**config.mk**
```make
export PLATFORM = sky130hd
export DESIGN_NAME = carry_propagation_stream
export DESIGN_NICKNAME = d
export VERILOG_FILES = /design/src/rtl/carry_prop_pkg.sv /design/src/rtl/cp_out_reg.sv /design/src/rtl/carry_propagation_stream.sv
export SDC_FILE = /design/constraint.sdc
export NUM_CORES = 1
export LEC_CHECK = 0
export BUFFER_PORTS_ARGS = -buffer_cell sky130_fd_sc_hd__buf_2
export CORE_UTILIZATION = 30
export DETAILED_ROUTE_END_ITERATION = 10
export MAX_ROUTING_LAYER = met4
export PLACE_DENSITY = 0.45
export SYNTH_ARGS = -nofsm -noshare
export SYNTH_HDL_FRONTEND = slang
export SYNTH_SLANG_ARGS = --single-unit
```
**constraint.sdc**
```tcl
create_clock -name cp_clk -period 6.89 [get_ports cp_clk]
set_input_delay 0.689 -clock cp_clk [delete_from_list [all_inputs] [get_ports cp_clk]]
set_output_delay 0.689 -clock cp_clk [all_outputs]
set_load 0.01 [all_outputs]
```
**src/rtl/carry_prop_pkg.sv**
```systemverilog
// Shared state type and bit-slicing helpers for the carry-resolution stream stage.
package carry_prop_pkg;

    typedef enum logic [1:0] {IDLE, PROC, RUN, FLUSH} cp_state_t;

    localparam int unsigned MAX_W     = 64;
    localparam int unsigned MAX_BUS_W = 1024;

    function automatic logic [MAX_W-1:0] ones(input int unsigned byte_w);
        return (byte_w >= MAX_W) ? '1 : ((MAX_W'(1) << byte_w) - MAX_W'(1));
    endfunction

    // Callers zero-extend the bus and truncate the result to their word width.
    function automatic logic [MAX_W-1:0] lane_slice(input logic [MAX_BUS_W-1:0] bus,
                                                    input int unsigned         lane,
                                                    input int unsigned         word_w);
        return MAX_W'(bus >> (lane * word_w)) & ones(word_w);
    endfunction

endpackage

```
**src/rtl/cp_out_reg.sv**
```systemverilog
// One-entry valid/ready holding register; loads only when empty or being drained.
module cp_out_reg #(
    parameter int unsigned W = 9
) (
    input  logic         clk,
    input  logic         reset,
    input  logic         load,
    input  logic [W-1:0] load_data,
    input  logic         out_ready,
    output logic         out_valid,
    output logic [W-1:0] out_data,
    output logic         can_load
);

    assign can_load = !out_valid || out_ready;

    always_ff @(posedge clk) begin
        if (reset) begin
            out_valid <= 1'b0;
            out_data  <= '0;
        end else if (load) begin
            out_valid <= 1'b1;
            out_data  <= load_data;
        end else if (out_ready) begin
            out_valid <= 1'b0;
        end
    end

endmodule

```
**src/rtl/carry_propagation_stream.sv**
```systemverilog
// Resolves late carries: keeps one pending byte plus a counted run of all-ones bytes
// and releases final bytes through a one-entry output register.
module carry_propagation_stream
    import carry_prop_pkg::*;
#(
    parameter int unsigned BYTE_W = 8,
    parameter int unsigned N_IN   = 2,
    parameter int unsigned RUN_W  = 8
) (
    input  logic                         cp_clk,
    input  logic                         cp_reset,
    input  logic                         in_valid,
    output logic                         in_ready,
    input  logic [$clog2(N_IN+1)-1:0]    in_count,
    input  logic [N_IN*(BYTE_W+1)-1:0]   in_bitstream,
    input  logic                         in_last,
    output logic                         out_valid,
    input  logic                         out_ready,
    output logic [BYTE_W-1:0]            out_byte,
    output logic                         out_last,
    output logic                         out_error
);

    localparam int unsigned WORD_W = BYTE_W + 1;
    localparam int unsigned CNT_W  = $clog2(N_IN + 1);
    localparam int unsigned K_W    = (N_IN > 1) ? $clog2(N_IN) : 1;
    localparam logic [BYTE_W-1:0] ONES  = BYTE_W'(ones(BYTE_W));
    localparam logic [RUN_W-1:0]  R_MAX = '1;

    cp_state_t                  state, state_n;
    logic [N_IN*WORD_W-1:0]     beat_bits;
    logic [CNT_W-1:0]           beat_count;
    logic                       beat_last;
    logic [K_W-1:0]             k, k_n;
    logic                       pv, pv_n;
    logic [BYTE_W-1:0]          p_byte, p_n;
    logic [RUN_W-1:0]           run_len, r_n;
    logic [RUN_W-1:0]           fill_cnt, fill_cnt_n;
    logic [BYTE_W-1:0]          fill_val, fill_val_n;
    logic                       err_q, err_set;
    logic                       latch, advance, last_lane;
    logic                       load, can_load;
    logic [WORD_W-1:0]          load_data, out_word;

    logic [WORD_W-1:0]          word;
    logic                       lane_c;
    logic [BYTE_W-1:0]          lane_l;
    logic                       lane_emit, lane_err;
    logic [BYTE_W-1:0]          lane_first, lane_fval, lane_p;
    logic [RUN_W-1:0]           lane_fill, lane_r;

    assign word      = WORD_W'(lane_slice(MAX_BUS_W'(beat_bits), 32'(k), WORD_W));
    assign lane_c    = word[BYTE_W];
    assign lane_l    = word[BYTE_W-1:0];
    assign last_lane = (32'(k) + 32'd1) >= 32'(beat_count);

    // Lane decode: first byte to emit, fill run that follows it, and the new P/R.
    always_comb begin
        lane_emit  = 1'b0;
        lane_err   = 1'b0;
        lane_first = p_byte;
        lane_fill  = '0;
        lane_fval  = '0;
        lane_p     = p_byte;
        lane_r     = run_len;
        if (!pv) begin
            lane_p   = lane_l;
            lane_r   = '0;
            lane_err = lane_c;
        end else if (!lane_c) begin
            if (lane_l == ONES) begin
                if (run_len == R_MAX) lane_err = 1'b1;
                else                  lane_r   = run_len + RUN_W'(1);
            end else begin
                lane_emit = 1'b1;
                lane_fill = run_len;
                lane_fval = ONES;
                lane_p    = lane_l;
                lane_r    = '0;
            end
        end else begin
            lane_err   = (p_byte == ONES);
            lane_first = p_byte + BYTE_W'(1);
            if (lane_l != ONES) begin
                lane_emit = 1'b1;
                lane_fill = run_len;
                lane_p    = lane_l;
                lane_r    = '0;
            end else if (run_len == '0) begin
                lane_p = p_byte + BYTE_W'(1);
                lane_r = RUN_W'(1);
            end else begin
                // Last zero of the carried run becomes the new pending byte.
                lane_emit = 1'b1;
                lane_fill = run_len - RUN_W'(1);
                lane_p    = '0;
                lane_r    = RUN_W'(1);
            end
        end
    end

    always_comb begin
        state_n    = state;
        k_n        = k;
        pv_n       = pv;
        p_n        = p_byte;
        r_n        = run_len;
        fill_cnt_n = fill_cnt;
        fill_val_n = fill_val;
        err_set    = 1'b0;
        latch      = 1'b0;
        advance    = 1'b0;
        load       = 1'b0;
        load_data  = '0;
        case (state)
            IDLE: begin
                if (in_valid && in_ready) begin
                    latch = 1'b1;
                    k_n   = '0;
                    if (in_count == '0) state_n = in_last ? FLUSH : IDLE;
                    else                state_n = PROC;
                end
            end
            PROC: begin
                if (!lane_emit || can_load) begin
                    pv_n    = 1'b1;
                    p_n     = lane_p;
                    r_n     = lane_r;
                    err_set = lane_err;
                    if (lane_emit) begin
                        load       = 1'b1;
                        load_data  = {1'b0, lane_first};
                        fill_cnt_n = lane_fill;
                        fill_val_n = lane_fval;
                    end
                    if (lane_emit && lane_fill != '0) state_n = RUN;
                    else                               advance = 1'b1;
                end
            end
            RUN: begin
                if (can_load) begin
                    load       = 1'b1;
                    load_data  = {1'b0, fill_val};
                    fill_cnt_n = fill_cnt - RUN_W'(1);
                    if (fill_cnt == RUN_W'(1)) advance = 1'b1;
                end
            end
            FLUSH: begin
                if (pv) begin
                    if (can_load) begin
                        load       = 1'b1;
                        load_data  = {run_len == '0, p_byte};
                        pv_n       = 1'b0;
                        p_n        = '0;
                        r_n        = '0;
                        fill_cnt_n = run_len;
                        if (run_len == '0) state_n = IDLE;
                    end
                end else if (fill_cnt != '0) begin
                    if (can_load) begin
                        load       = 1'b1;
                        load_data  = {fill_cnt == RUN_W'(1), ONES};
                        fill_cnt_n = fill_cnt - RUN_W'(1);
                        if (fill_cnt == RUN_W'(1)) state_n = IDLE;
                    end
                end else begin
                    p_n     = '0;
                    r_n     = '0;
                    state_n = IDLE;
                end
            end
        endcase
        if (advance) begin
            if (last_lane) begin
                state_n = beat_last ? FLUSH : IDLE;
            end else begin
                k_n     = k + K_W'(1);
                state_n = PROC;
            end
        end
    end

    always_ff @(posedge cp_clk) begin
        if (cp_reset) begin
            state      <= IDLE;
            in_ready   <= 1'b0;
            beat_bits  <= '0;
            beat_count <= '0;
            beat_last  <= 1'b0;
            k          <= '0;
            pv         <= 1'b0;
            p_byte     <= '0;
            run_len    <= '0;
            fill_cnt   <= '0;
            fill_val   <= '0;
            err_q      <= 1'b0;
            out_error  <= 1'b0;
        end else begin
            state    <= state_n;
            in_ready <= (state_n == IDLE);
            k        <= k_n;
            pv       <= pv_n;
            p_byte   <= p_n;
            run_len  <= r_n;
            fill_cnt <= fill_cnt_n;
            fill_val <= fill_val_n;
            err_q    <= err_q | err_set;
            // Error flag only moves when the output register is not stalled.
            if (can_load) out_error <= err_q | err_set;
            if (latch) begin
                beat_bits  <= in_bitstream;
                beat_count <= in_count;
                beat_last  <= in_last;
            end
        end
    end

    cp_out_reg #(.W(WORD_W)) u_out_reg (
        .clk       (cp_clk),
        .reset     (cp_reset),
        .load      (load),
        .load_data (load_data),
        .out_ready (out_ready),
        .out_valid (out_valid),
        .out_data  (out_word),
        .can_load  (can_load)
    );

    assign out_last = out_word[BYTE_W];
    assign out_byte = out_word[BYTE_W-1:0];

endmodule

```
; ---- Word level (Yosys, flattened, before mapping)
; Index checks and enable logic that the tools add are counted.
[word_totals]
register_bits = 70
elab_cells = 151
[classes]
add_sub_neg = 6
n_mul = 1
magnitude_cmp = 1
eq_ne = 15
shift = 1
muxes = 91
bitwise_logic = 1
reduce_logical = 20
[ops]
columns = cell, count
row1 = 8-bit 2-to-1 mux, 33
row2 = 9-bit 2-to-1 mux, 4
row3 = 1-bit 2-to-1 mux, 32
row4 = 8-bit case mux with 2 select lines, 2
row5 = 2-bit 2-to-1 mux, 14
row6 = 9-bit case mux with 3 select lines, 1
row7 = "8-bit == test, second input constant", 3
row8 = 8-bit case mux with 3 select lines, 1
row9 = 18-bit by 5-bit right shift with 9-bit output, 1
row10 = "8-bit by 1-bit adder with 8-bit output, second input constant", 2
row11 = 8-bit nonzero test, 2
row12 = "8-bit by 1-bit subtractor with 8-bit output, second input constant", 2
row13 = 5-bit AND reduction, 3
row14 = "3-bit inequality test, second input constant", 3
row15 = "8-bit by 1-bit == test with 1-bit output, second input constant", 1
row16 = 8-bit zero test, 1
row17 = "8-bit inequality test, second input constant", 1
row18 = 2-bit zero test, 3
row19 = 2-bit case mux with 3 select lines, 1
row20 = "1-bit by 4-bit multiplier with 5-bit output, second input constant", 1
row21 = "5-bit inequality test, second input constant", 1
row22 = "2-bit == test, second input constant", 2
row23 = "2-bit inequality test, second input constant", 2
row24 = "4-bit inequality test, second input constant", 1
row25 = 14 further kinds, 19

; ---- Logic depth before layout (Yosys ltp)
; Gate-level depths: netlist of the first run.
[logic_depth]
word_depth = 13
mapped_depth = 12
ltp_nobuf = 10

; ---- By module
; Synthesis of the first run repeated with hierarchy kept, for this count alone.
[unflattened]
cells_unflattened = 565
hier_area_um2 = 4141.5
[modules_own_cells]
columns = module, instances, cells_each, area_each_um2, seq_area_each_um2
row1 = carry_propagation_stream, 1, 532, 3786.1, 1061.0
row2 = cp_out_reg, 1, 33, 355.3, 200.2

; ---- Worst setup path before layout of the first run
; Ideal clock, no wire load.
[synth_path]
kind = register -> register
from = register run_len[0]
to = register in_ready
setup_ns = 0.087
t_arrival_ns = 2.624
setup_slack_ns = 4.179
stages_incl_launch_ff = 13
path_buffers = 2
synth_period_minus_slack_ns = 2.711
cell_sequence = dfxtp_1 buf_4 inv_1 ha_1 or3b_2 nor2_1 buf_4 nor4_1 o41ai_2 o2111a_2 a31oi_4 or4_1 o31ai_1
[synth_between]
elab_chain_cells = 12
word_cells_on_any_way = 26
[synth_rtl]
columns = item, line_no
row1 = from (decl), carry_propagation_stream.sv:37  ; logic [RUN_W-1:0] run_len, r_n;
row2 = from (signal assigned), carry_propagation_stream.sv:204  ; run_len <= r_n;
row3 = 8-bit by 1-bit subtractor with 8-bit output / 8-bit zero test (equally long branches), "carry_propagation_stream.sv:95, carry_propagation_stream.sv:89, carry_propagation_stream.sv:157"
row4 = 8-bit 2-to-1 mux, carry_propagation_stream.sv:89  ; end else if (run_len == '0) begin
row5 = 8-bit 2-to-1 mux, carry_propagation_stream.sv:84  ; if (lane_l != ONES) begin
row6 = 8-bit 2-to-1 mux, carry_propagation_stream.sv:70  ; end else if (!lane_c) begin
row7 = 8-bit 2-to-1 mux, carry_propagation_stream.sv:66  ; if (!pv) begin
row8 = 8-bit nonzero test, carry_propagation_stream.sv:136  ; if (lane_emit && lane_fill != '0) state_n = RUN;
row9 = 1-bit logical AND, carry_propagation_stream.sv:136
row10 = 2-bit 2-to-1 mux / 1-bit 2-to-1 mux (equally long branches), carry_propagation_stream.sv:136
row11 = 2-bit 2-to-1 mux / 1-bit 2-to-1 mux (equally long branches), carry_propagation_stream.sv:125  ; if (!lane_emit || can_load) begin
row12 = 2-bit case mux with 3 select lines / 1-bit case mux with 2 select lines (equally long branches), carry_propagation_stream.sv:115  ; case (state)
row13 = 2-bit 2-to-1 mux (*), carry_propagation_stream.sv:173  ; if (advance) begin
row14 = 2-bit zero test (*), carry_propagation_stream.sv:200  ; in_ready <= (state_n == IDLE);
row15 = to (signal assigned), carry_propagation_stream.sv:200
row16 = to (decl), carry_propagation_stream.sv:13  ; output logic in_ready,
; Every way passes the cells marked *; elsewhere a longest branch is shown, timed or not.
; A chain may end at the register's enable or synchronous reset.

; ---- Worst setup path in the final report of the first run
[layout_path]
from = register run_len[0]
to = register u_out_reg.out_data[2]
[layout_between]
elab_chain_cells = 9
word_cells_on_any_way = 13
[layout_rtl]
columns = item, line_no
row1 = 8-bit zero test (*), carry_propagation_stream.sv:89
row2 = 1-bit 2-to-1 mux (*), carry_propagation_stream.sv:89
row3 = 1-bit 2-to-1 mux (*), carry_propagation_stream.sv:84
row4 = 1-bit 2-to-1 mux (*), carry_propagation_stream.sv:70
row5 = 1-bit 2-to-1 mux (*), carry_propagation_stream.sv:66
row6 = 1-bit zero test, carry_propagation_stream.sv:125
row7 = 1-bit logical OR, carry_propagation_stream.sv:125
row8 = 8-bit 2-to-1 mux / 1-bit 2-to-1 mux (equally long branches), carry_propagation_stream.sv:125
row9 = 9-bit case mux with 3 select lines / 1-bit case mux with 3 select lines (equally long branches), carry_propagation_stream.sv:115
row10 = to (signal assigned), cp_out_reg.sv:23  ; out_data <= load_data;
row11 = to (decl), cp_out_reg.sv:11  ; output logic [W-1:0] out_data,
; Marked as above.

==> metrics, run 1 <==
initial DRC count approximately 310; Seq/Total Area, Yosys 0.308; Fmax achieved between 0.2 and 0.3 GHz; Crit Path Max Fanout 12; final hold vios 0; hold_buf cts 0; Post-synth EDFFs 0; Buffers on Ports 36; Most used DFF post-synth dfxtp_1; CP startpoint kind flop; syn_nets ~580; Die Width between 100 and 150 µm; Total Nets Final 600; Power Density between 200 and 250 mW/mm²; CTS Root Cell clkbuf_16; final RePlAce weighted congestion ~0.96; clk slew on worst S/H paths around 0.05 ns; Post-synth top cells nand2_1, nor2_1, dfxtp_1, a21oi_1; Final Max Slew Viols 0; CTS resizes 0; drt total wl 12.4 mm; hpwl dp between 8 and 9 mm; unique cell type count in the Yosys netlist between 70 and 80; Layout area overhead 12.8%; Peak VDD IR between 0.1 and 0.15 mV; total number of vias just over 4000; number of antenna violations at the first check in global routing 0; syn avg cell area around 7.5 µm²; slew of the pin with the lowest slew margin 0.978 ns; # Max-Cap Violations 0; setup_tns 0 ns; Critical Setup Path Class reg2reg; top cells by area, synth dfxtp_1, nand2_1, a21oi_1, nor2_1, ha_1; Antenna diodes 0; Yosys top cell area share 0.308; Tmin final approximately 3.5 ns; status completed; worst hold path type reg2reg; Cells after Synth approximately 550; htree depth 3; Post-Syn Area 0.00410 mm²; share of cells above drive strength 1 0.145; Worst EP arrival 3.73 ns; clk_skew between 0.005 and 0.006 ns; die area 0.0141 mm²; CTS Sinks 63; final setup vio count 0; CTS max path bufs 2; vias in the first global route 3773; flops & latches, synth 63; Final ANT Viol Nets 0; GRT Total Usage 0.187; Initial Utilization 0.308; register area 0.00126 mm²; critical path capture point type flop; post-route core utilization 0.348; cts bufs inserted 9; leading area contributor after synthesis dfxtp_1; I/O pin cnt 37; RSZ-0062 raised after global routing no; post-CTS setup buffer count 0; FILL cells 1452; Required @ worst endpoint 7.13 ns; CTS tree built; leakage approximately 1.6 nW; total gr overflow 0; Placeable Area 0.0133 mm²; multi-input logic area approximately 0.0026 mm²; Die Y 119 µm; num rows 42; Vias/cell 5.46; worst-skew pair later-pin latency between 0.3 and 0.4 ns; drt pass-1 iters 5; Syn. warnings 0; first-pass GRT wire length 20.0 mm; most common cell in the synthesized netlist nand2_1; final worst-path cycle share 0.507; FFs w/ async S/R, synth 0; number of remaining DRC errors 0; largest net degree at the start of global routing 57; Avg WL per Cell ~17 µm; max_slew headroom 0.345
==> worst max-delay path, cell delays in order (launching register included) <==
cell	delay, ns
dfxtp_1	0.57
inv_1	0.17
ha_1	0.27
or3b_2	0.22
o211ai_2	0.11
nand3_1	0.25
nand3_1	0.32
a31oi_1	0.82
o21a_1	0.38
o21ai_0	0.13
o211a_1	0.14
==> final cells by class <==
class                      instances  area share
tap                              176      0.0476
inverter                          15      0.0122
timing repair buffer              39      0.0438
sequential                        63       0.273
clock buffer                       9      0.0487
clock inverter                     7      0.0157
multi-input combinational        433       0.560
==> cell usage in the layout (no fill, tap or decap), types with 8 or more instances in the layout <==
master      n
dfxtp_1    63
ha_1       14
o22ai_1     8
buf_2      36
nand3_1    20
a211oi_1   11
nand4_1     8
mux2i_1     9
inv_1      14
clkbuf_16   9
nand2_1    77
nor3_1     18
a21oi_1    57
o21ai_0    22
xnor2_1    10
nor2_1     65
o31ai_1    10
==> state kept, by name, indices dropped and copies added, names as in the netlist <==
name and count:
k 1, err_q 1, in_ready 1, u_out_reg.out_valid 1, fill_cnt 8, run_len 8
pv 1, out_error 1, fill_val 1, state 2, u_out_reg.out_data 9, beat_count 2
beat_bits 18, p_byte 8, beat_last 1
==> worst paths after layout <==
kind / from / end / slack, ns / depth (start not counted)
max: run_len[0] / u_out_reg.out_data[2] / 3.40 / 10
min: err_q / err_q / 0.46 / 2
max reg2reg: run_len[0] / u_out_reg.out_data[2] / 3.40 / 10
min reg2reg: err_q / err_q / 0.46 / 2
==> through the flow <==
stage / cell area [µm²] / hold WS (ns) / total power (W) / setup slack [ns] / instances
finish: 4630 / 0.460 / 0.000927 / 3.40 / 742
global route: 4630 / 0.489 / 0.000973 / 3.10 / 742
CTS: 4630 / 0.468 / 0.000942 / 3.46 / 742
detailed placement: 4330 / 0.457 / 0.000479 / 3.48 / 726
global placement: 4330 / 0.443 / 0.000479 / 3.62 / 726
floorplan: 4100 / 0.424 / 0.000452 / 4.18 / 545
==> kinds of logic (layout without fill, tap and decap cells) <==
| group | Yosys count | in the layout | synth area share |
|---|---|---|---|
| AOI/OAI and AO/OA | 161 | 161 | 0.258 |
| xor gates and xnor gates | 13 | 13 | 0.0278 |
| adders and majority gates | 14 | 14 | 0.0427 |
| buffers and inverters | 49 | 70 | 0.0610 |
| DFF | 63 | 63 | 0.308 |
| muxes | 12 | 12 | 0.0302 |
| and+or+nand+nor | 233 | 233 | 0.273 |
==> metal layers <==
layer	track usage	routed length (µm)	vias up
li1	-	-	2011
met1	0.235	5610	1887
met2	0.285	5720	127
met3	0.0503	731	23
met4	0.0720	303	0
met5	-	0	-
==> power by group <==
group / switching (W) / internal (W) / total, W / leakage, nW
registers: 0.0000109 / 0.000375 / 0.000386 / 0.510
logic: 0.0000526 / 0.0000323 / 0.0000849 / 0.984
clock network: 0.000176 / 0.000280 / 0.000456 / 0.142
total: 0.000240 / 0.000687 / 0.000927 / 1.64
(Power assumes the default switching activity.)
==> run 2, diff against run 1 <==
Settings changed: ABC_AREA from default to 1, PLACE_DENSITY 0.45 to 0.47.
Clock period 6.89 ns to 2.9 ns, I/O delays scaled along.
==> run 2 against run 1 <==
Against the previous run:
- via count fell by 0.37%
- wire length fell by 3.0%
- design area rose by 3.4%
- cell count rose by 9.6%
- worst setup slack got worse by 3.0 ns
- combinational power rose to 22 times the previous value
- critical path type unchanged
- largest power group is now combinational cells
==> metrics, run 2 <==
worst hold path type in2reg (was reg2reg); GR Layer Usage met1 0.252 (was 0.235); Post-Syn Area 0.00407 mm² (was 0.00410 mm²); CTS tree built (unchanged); Final Instance Area 0.00479 mm² (was 0.00463 mm²); Switching Fraction 0.425 (was 0.259); Yosys top cell area share 0.310 (was 0.308); first-pass GRT wire length 19.7 mm (was 20.0 mm); Final Max Slew Viols 0 (unchanged); dpl cell area 0.00446 mm² (was 0.00433 mm²); largest net degree at the start of global routing 33 (was 57); commonest non-fill, non-tap cell in the layout nand2_1 (unchanged); htree depth 3 (unchanged); die area 0.0140 mm² (was 0.0141 mm²); setup_tns 0 ns (unchanged); most common cell in the synthesized netlist nand2_1 (unchanged); Comb pwr share 0.441 (was 0.092); leading area contributor after synthesis dfxtp_1 (unchanged); # Max-Cap Violations 0 (unchanged); Buffers on Ports 36 (unchanged); Vias/cell 4.96 (was 5.46); Biggest register beat_bits (unchanged); GR Util met3 0.0314 (was 0.0503); total gr overflow 0 (unchanged); total number of vias 4033 (was 4048); GRT Total Usage 0.181 (was 0.187); unique cell type count in the Yosys netlist 45 (was 71); Syn. warnings 0 (unchanged); Die Y 118 µm (was 119 µm); clk_skew 0.00668 ns (was 0.00557 ns); switching pwr 0.00180 W (was 0.000240 W); final worst-path cycle share 0.869 (was 0.507); Die Width 118 µm (was 119 µm); final setup vio count 0 (unchanged); final RePlAce weighted congestion 0.902 (was 0.959); worst-skew pair later-pin latency 0.33 ns (was 0.35 ns); FILL cells 1454 (was 1452); Critical Setup Path Class reg2reg (unchanged); CTS max path bufs 2 (unchanged); most frequent cells in the layout nand2_1, dfxtp_1, inv_1, nor2_1, a21oi_1 (was nand2_1, nor2_1, dfxtp_1, a21oi_1, buf_2); R2R setup slack 0.38 ns (was 3.40 ns); Cells after Synth 594 (was 545); num rows 42 (unchanged); Layout area overhead 17.7% (was 12.8%); share of cells above drive strength 1 0.159 (was 0.145); vias in the first global route 3888 (was 3773); Int Pwr 0.00244 W (was 0.000687 W); max_slew headroom 0.543 (was 0.345); post-CTS setup buffer count 0 (unchanged); Peak VDD IR 0.388 mV (was 0.120 mV); syn_nets 633 (was 584); leakage 2.00 nW (was 1.64 nW); syn avg cell area 6.85 µm² (was 7.53 µm²); Post-synth EDFFs 0 (unchanged); Final ANT Viol Nets 0 (unchanged); Antenna diodes 0 (unchanged); RSZ-0062 raised after global routing no (unchanged); number of antenna violations at the first check in global routing 0 (unchanged); Avg WL per Cell 14.8 µm (was 16.7 µm); Clock power frac 0.278 (was 0.492); Seq/Total Area, Yosys 0.310 (was 0.308); Total Nets Final 671 (was 600); hold_ws 0.229 ns (was 0.460 ns); Most used DFF post-synth dfxtp_1 (unchanged); initial DRC count 233 (was 309); final hold vios 0 (unchanged); drt pass-1 iters 5 (unchanged); met2 global-route usage 0.268 (was 0.285); global routing's busiest layer met2 (unchanged); Power Density 886 mW/mm² (was 200 mW/mm²); FFs w/ async S/R, synth 0 (unchanged); hold_buf cts 0 (unchanged); slew of the pin with the lowest slew margin 0.683 ns (was 0.978 ns); CTS resizes 0 (unchanged); number of remaining DRC errors 0 (unchanged); Fmax achieved 0.397 GHz (was 0.286 GHz); Worst EP arrival 2.78 ns (was 3.73 ns); Tmin final 2.52 ns (was 3.49 ns); cts bufs inserted 9 (unchanged); status completed (unchanged); Largest register FFs 18 (unchanged); clk slew on worst S/H paths 0.05 ns (about the same); drt total wl 12.0 mm (was 12.4 mm); flops & latches, synth 63 (unchanged); CTS Sinks 63 (unchanged); Required @ worst endpoint 3.16 ns (was 7.13 ns); I/O pin cnt 37 (unchanged); Flop pwr share 0.281 (was 0.416); Placeable Area 0.0132 mm² (was 0.0133 mm²); hpwl dp 9.16 mm (was 8.79 mm); CTS Root Cell clkbuf_16 (unchanged); Post-synth top cells nand2_1, dfxtp_1, inv_1, nor2_1, a21oi_1 (was nand2_1, nor2_1, dfxtp_1, a21oi_1); critical path capture point type flop (unchanged); Initial Utilization 0.307 (was 0.308); Crit Path Max Fanout 16 (was 12); top cells by area, synth dfxtp_1, nand2_1, a21oi_1, o21ai_0, nand3_1 (was dfxtp_1, nand2_1, a21oi_1, nor2_1, ha_1); top flop regs beat_bits (18), u_out_reg.out_data (9) (unchanged); CP startpoint kind flop (unchanged)
==> run 2: cell types whose count changed in the layout (fill, tap and decap cells not counted), moves of 8 or more <==
| cell | previous run | this run |
|---|---|---|
| buf_4 | 3 | 13 |
| nand3_1 | 20 | 49 |
| o21ai_0 | 22 | 52 |
| o31ai_1 | 10 | 0 |
| nand2_2 | 0 | 8 |
| nor3_1 | 18 | 5 |
| inv_1 | 14 | 56 |
| mux2i_1 | 9 | 0 |
| nand2_1 | 77 | 118 |
| xnor2_1 | 10 | 2 |
| xor2_1 | 3 | 18 |
| nor2_1 | 65 | 56 |
==> run 2: logic make-up (layout without fill, tap and decap cells) <==
logic type / after synthesis / in the layout / share of synthesized area
AOI/OAI and AO/OA: 147 / 147 / 0.214
xor gates and xnor gates: 20 / 20 / 0.0431
DFF: 63 / 63 / 0.310
adders and majority gates: 14 / 14 / 0.0431
buffers and inverters: 83 / 126 / 0.0821
and+or+nand+nor: 267 / 267 / 0.308
==> run 2: power groups by stage <==
| stage | clock [W] | sequential [W] | combinational [W] |
|---|---|---|---|
| 6_report | 0.00118 | 0.00119 | 0.00187 |
| 5_1_grt | 0.00124 | 0.00121 | 0.00213 |
| 4_1_cts | 0.00121 | 0.00119 | 0.00186 |
| 3_5_place_dp | 0 | 0.00121 | 0.00186 |
| 3_3_place_gp | 0 | 0.00121 | 0.00185 |
| 2_1_floorplan | 0 | 0.00119 | 0.00136 |
==> run 2: critical path: stages (launching register included) <==
cell	delay [ns]
dfxtp_1	0.47
buf_4	0.21
nand2_1	0.07
nand2_1	0.10
nand2_1	0.09
nor2_4	0.23
nand2_4	0.12
nand2_4	0.10
nand2_4	0.09
o211ai_2	0.56
o21ai_0	0.24
a21oi_1	0.15
==> run 2: final cells by class <==
cell class              instances  area [µm²]  share of cell area
multi-input cells             448        2470               0.517
flip-flops and latches         63        1260               0.264
repair buffers                 49         278              0.0580
clock buffers                  11         243              0.0507
inverters                      61         230              0.0481
well taps                     176         220              0.0460
clock inverters                 5        81.3              0.0170
==> run 2: stage by stage <==
step / std cells / total power [W] / utilization / worst slack (ns)
after floorplan: 594 / 0.00255 / - / 0.890
after global placement: 797 / 0.00306 / 0.337 / 0.459
after detailed placement: 797 / 0.00306 / 0.337 / 0.410
after CTS: 813 / 0.00426 / 0.361 / 0.400
after global routing: 813 / 0.00458 / 0.361 / 0.139
final: 813 / 0.00424 / 0.361 / 0.379
==> run 2: metal layers <==
layer | up-vias | share of wire
met3 | 12 | 0.041
met4 | 0 | 0.012
met5 | - | 0
met1 | 1862 | 0.53
li1 | 2070 | -
met2 | 89 | 0.42
==> run 2: final timing paths <==
path / endpoint / from / cells past startpoint
hold reg to reg: beat_bits[4] / beat_bits[4] / 2
setup / recovery: fill_cnt[4] / k / 11
hold / removal: beat_bits[1] / in_bitstream[1] / 3
setup reg to reg: fill_cnt[4] / k / 11
==> run 3, diff against run 2 <==
Settings changed: CELL_PAD_IN_SITES_DETAIL_PLACEMENT from default to 0, CELL_PAD_IN_SITES_GLOBAL_PLACEMENT from default to 1, PLACE_DENSITY 0.47 to 0.61.
==> run 3 against run 2 <==
Against the previous run:
- wire length increased by 0.63%
- combinational power about the same
- cell count shrank 0.12%
- critical endpoint unchanged
==> metrics, run 3 (synthesized netlist as in run 2, its figures left out) <==
Placeable Area 0.0132 mm² (unchanged); final setup vio count 0 (unchanged); slew of the pin with the lowest slew margin 0.664 ns (was 0.683 ns); Avg WL per Cell 14.9 µm (was 14.8 µm); hold_ws 0.216 ns (was 0.229 ns); slowest CP cell o211ai_2 (unchanged); R2R setup slack 0.34 ns (was 0.38 ns); top flop regs beat_bits (18), u_out_reg.out_data (9) (unchanged); final worst-path cycle share 0.883 (was 0.869); CTS resizes 0 (unchanged); cts bufs inserted 9 (unchanged); Critical Setup Path Class reg2reg (unchanged); multi-input logic area 0.00247 mm² (unchanged); max_slew headroom 0.556 (was 0.543); most frequent cells in the layout nand2_1, dfxtp_1, inv_1, nor2_1, a21oi_1 (unchanged); Vias/cell 4.90 (was 4.96); first-pass GRT wire length 19.7 mm (about the same); total number of vias 3975 (was 4033); reg2reg start k (unchanged); switching pwr 0.00181 W (was 0.00180 W); hpwl dp 9.06 mm (was 9.16 mm); crit-path max cell delay 0.55 ns (was 0.56 ns); critical path capture point type flop (unchanged); Final ANT Viol Nets 0 (unchanged); Antenna diodes 0 (unchanged); RSZ-0062 raised after global routing no (unchanged); num rows 42 (unchanged); Crit Path Max Fanout 16 (unchanged); # Max-Cap Violations 0 (unchanged); Switching Fraction 0.430 (was 0.425); vias in the first global route 3778 (was 3888); register area 0.00126 mm² (unchanged); Comb pwr share 0.437 (was 0.441); final hold vios 0 (unchanged); Cells on Worst Hold Path 3 (unchanged); r2r worst-path depth 10 (was 11); Initial Utilization 0.307 (unchanged); clk slew on worst S/H paths 0.06 ns (was 0.05 ns); most frequent CP cell nand2_4; critical path buffer and inverter count 1 (unchanged); drt pass-1 iters 4 (was 5); Tmin final 2.56 ns (was 2.52 ns); initial DRC count 297 (was 233); Clock power frac 0.277 (was 0.278); htree depth 3 (unchanged); Total Nets Final 670 (was 671); Final Max Slew Viols 0 (unchanged); Worst Hold End beat_bits[13] (was beat_bits[1]); CP startpoint kind flop (unchanged); Die Y 118 µm (unchanged); Flop pwr share 0.286 (was 0.281); CTS Root Cell clkbuf_16 (unchanged); Required @ worst endpoint 3.17 ns (was 3.16 ns); worst-skew pair later-pin latency 0.34 ns (was 0.33 ns); Largest register FFs 18 (unchanged); leakage 1.99 nW (was 2.00 nW); final RePlAce weighted congestion 0.858 (was 0.902); Peak VDD IR 0.272 mV (was 0.388 mV); die area 0.0140 mm² (unchanged); CTS tree built (unchanged); post-route core utilization 0.360 (was 0.361); CTS max path bufs 2 (unchanged); drt total wl 12.1 mm (was 12.0 mm); clk_skew 0.00650 ns (was 0.00668 ns); commonest non-fill, non-tap cell in the layout nand2_1 (unchanged); total gr overflow 0 (unchanged); worst path cell trace buf_4, o21ai_0, nand2_2, nor2_8, nand2_4, nand2_4, nand2_4, o211ai_2, o21ai_0, a21oi_1 (was buf_4, nand2_1, nand2_1, nand2_1, nor2_4, nand2_4, nand2_4, nand2_4, o211ai_2, o21ai_0, a21oi_1); status completed (unchanged); number of remaining DRC errors 0 (unchanged); worst hold path type in2reg (unchanged); FILL cells 1442 (was 1454); Worst setup startpoint k (unchanged); Worst EP arrival 2.83 ns (was 2.78 ns); hold_buf cts 0 (unchanged); number of antenna violations at the first check in global routing 0 (unchanged); Layout area overhead 17.2% (was 17.7%); CTS Sinks 63 (unchanged); Int Pwr 0.00240 W (was 0.00244 W); Biggest register beat_bits (unchanged); GRT Total Usage 0.185 (was 0.181); Die Width 118 µm (unchanged); Buffers on Ports 36 (unchanged); Power Density 883 mW/mm² (was 886 mW/mm²); largest net degree at the start of global routing 33 (unchanged); share of cells above drive strength 1 0.157 (was 0.159); setup_tns 0 ns (unchanged); I/O pin cnt 37 (unchanged); reg2reg end fill_cnt[4] (unchanged); post-CTS setup buffer count 0 (unchanged); Fmax achieved 0.390 GHz (was 0.397 GHz); hold wc startpoint in_bitstream[13] (was in_bitstream[1]); CP delay by family, top compound AO/OA/AOI/OAI gates (unchanged)
[run 3: how the worst max path moves through the flow]
stage / to / slack [ns] / cells past startpoint
after global routing: in_ready / 0.05 / 16
after CTS: fill_cnt[4] / 0.33 / 10
final: fill_cnt[4] / 0.34 / 10
after global placement: fill_cnt[0] / 0.35 / 10
after floorplan: run_len[5] / 0.89 / 13
after detailed placement: fill_cnt[4] / 0.35 / 10
[run 3: worst min-delay path, delay by kind of cell]
family | cells | cell delay (ns)
AOI/OAI and AO/OA | 1 | 0.06
and+or+nand+nor | 1 | 0.07
buffers and inverters | 1 | 0.10
[run 3: area by class of cell]
type                            instances  area share
Multi-Input combinational cell        448       0.518
Inverter                               61      0.0483
Sequential cell                        63       0.264
Timing Repair Buffer                   48      0.0567
Tap cell                              176      0.0462
Clock buffer                           10      0.0480
Clock inverter                          6      0.0178
[run 3: power groups by stage]
stage               clock network (W)  registers [W]  logic, W
floorplan                           0        0.00119   0.00136
global placement                    0        0.00122   0.00184
detailed placement                  0        0.00122   0.00182
CTS                           0.00120        0.00120   0.00184
global route                  0.00124        0.00123   0.00208
finish                        0.00117        0.00120   0.00184
[run 3: metal layers]
metal / wire length, µm / global-route usage
met5: 0 / -
met4: 206 / 0.0807
met3: 452 / 0.0304
met2: 5160 / 0.272
met1: 6260 / 0.250
[run 3: per-stage QoR]
| step | std cells | setup slack [ns] | instance area (µm²) | total power [W] |
|---|---|---|---|---|
| after floorplan | 594 | 0.890 | 4070 | 0.00255 |
| after global placement | 796 | 0.355 | 4450 | 0.00305 |
| after detailed placement | 796 | 0.350 | 4450 | 0.00304 |
| after CTS | 812 | 0.332 | 4770 | 0.00424 |
| after global routing | 812 | 0.0541 | 4770 | 0.00454 |
| final | 812 | 0.338 | 4770 | 0.00421 |
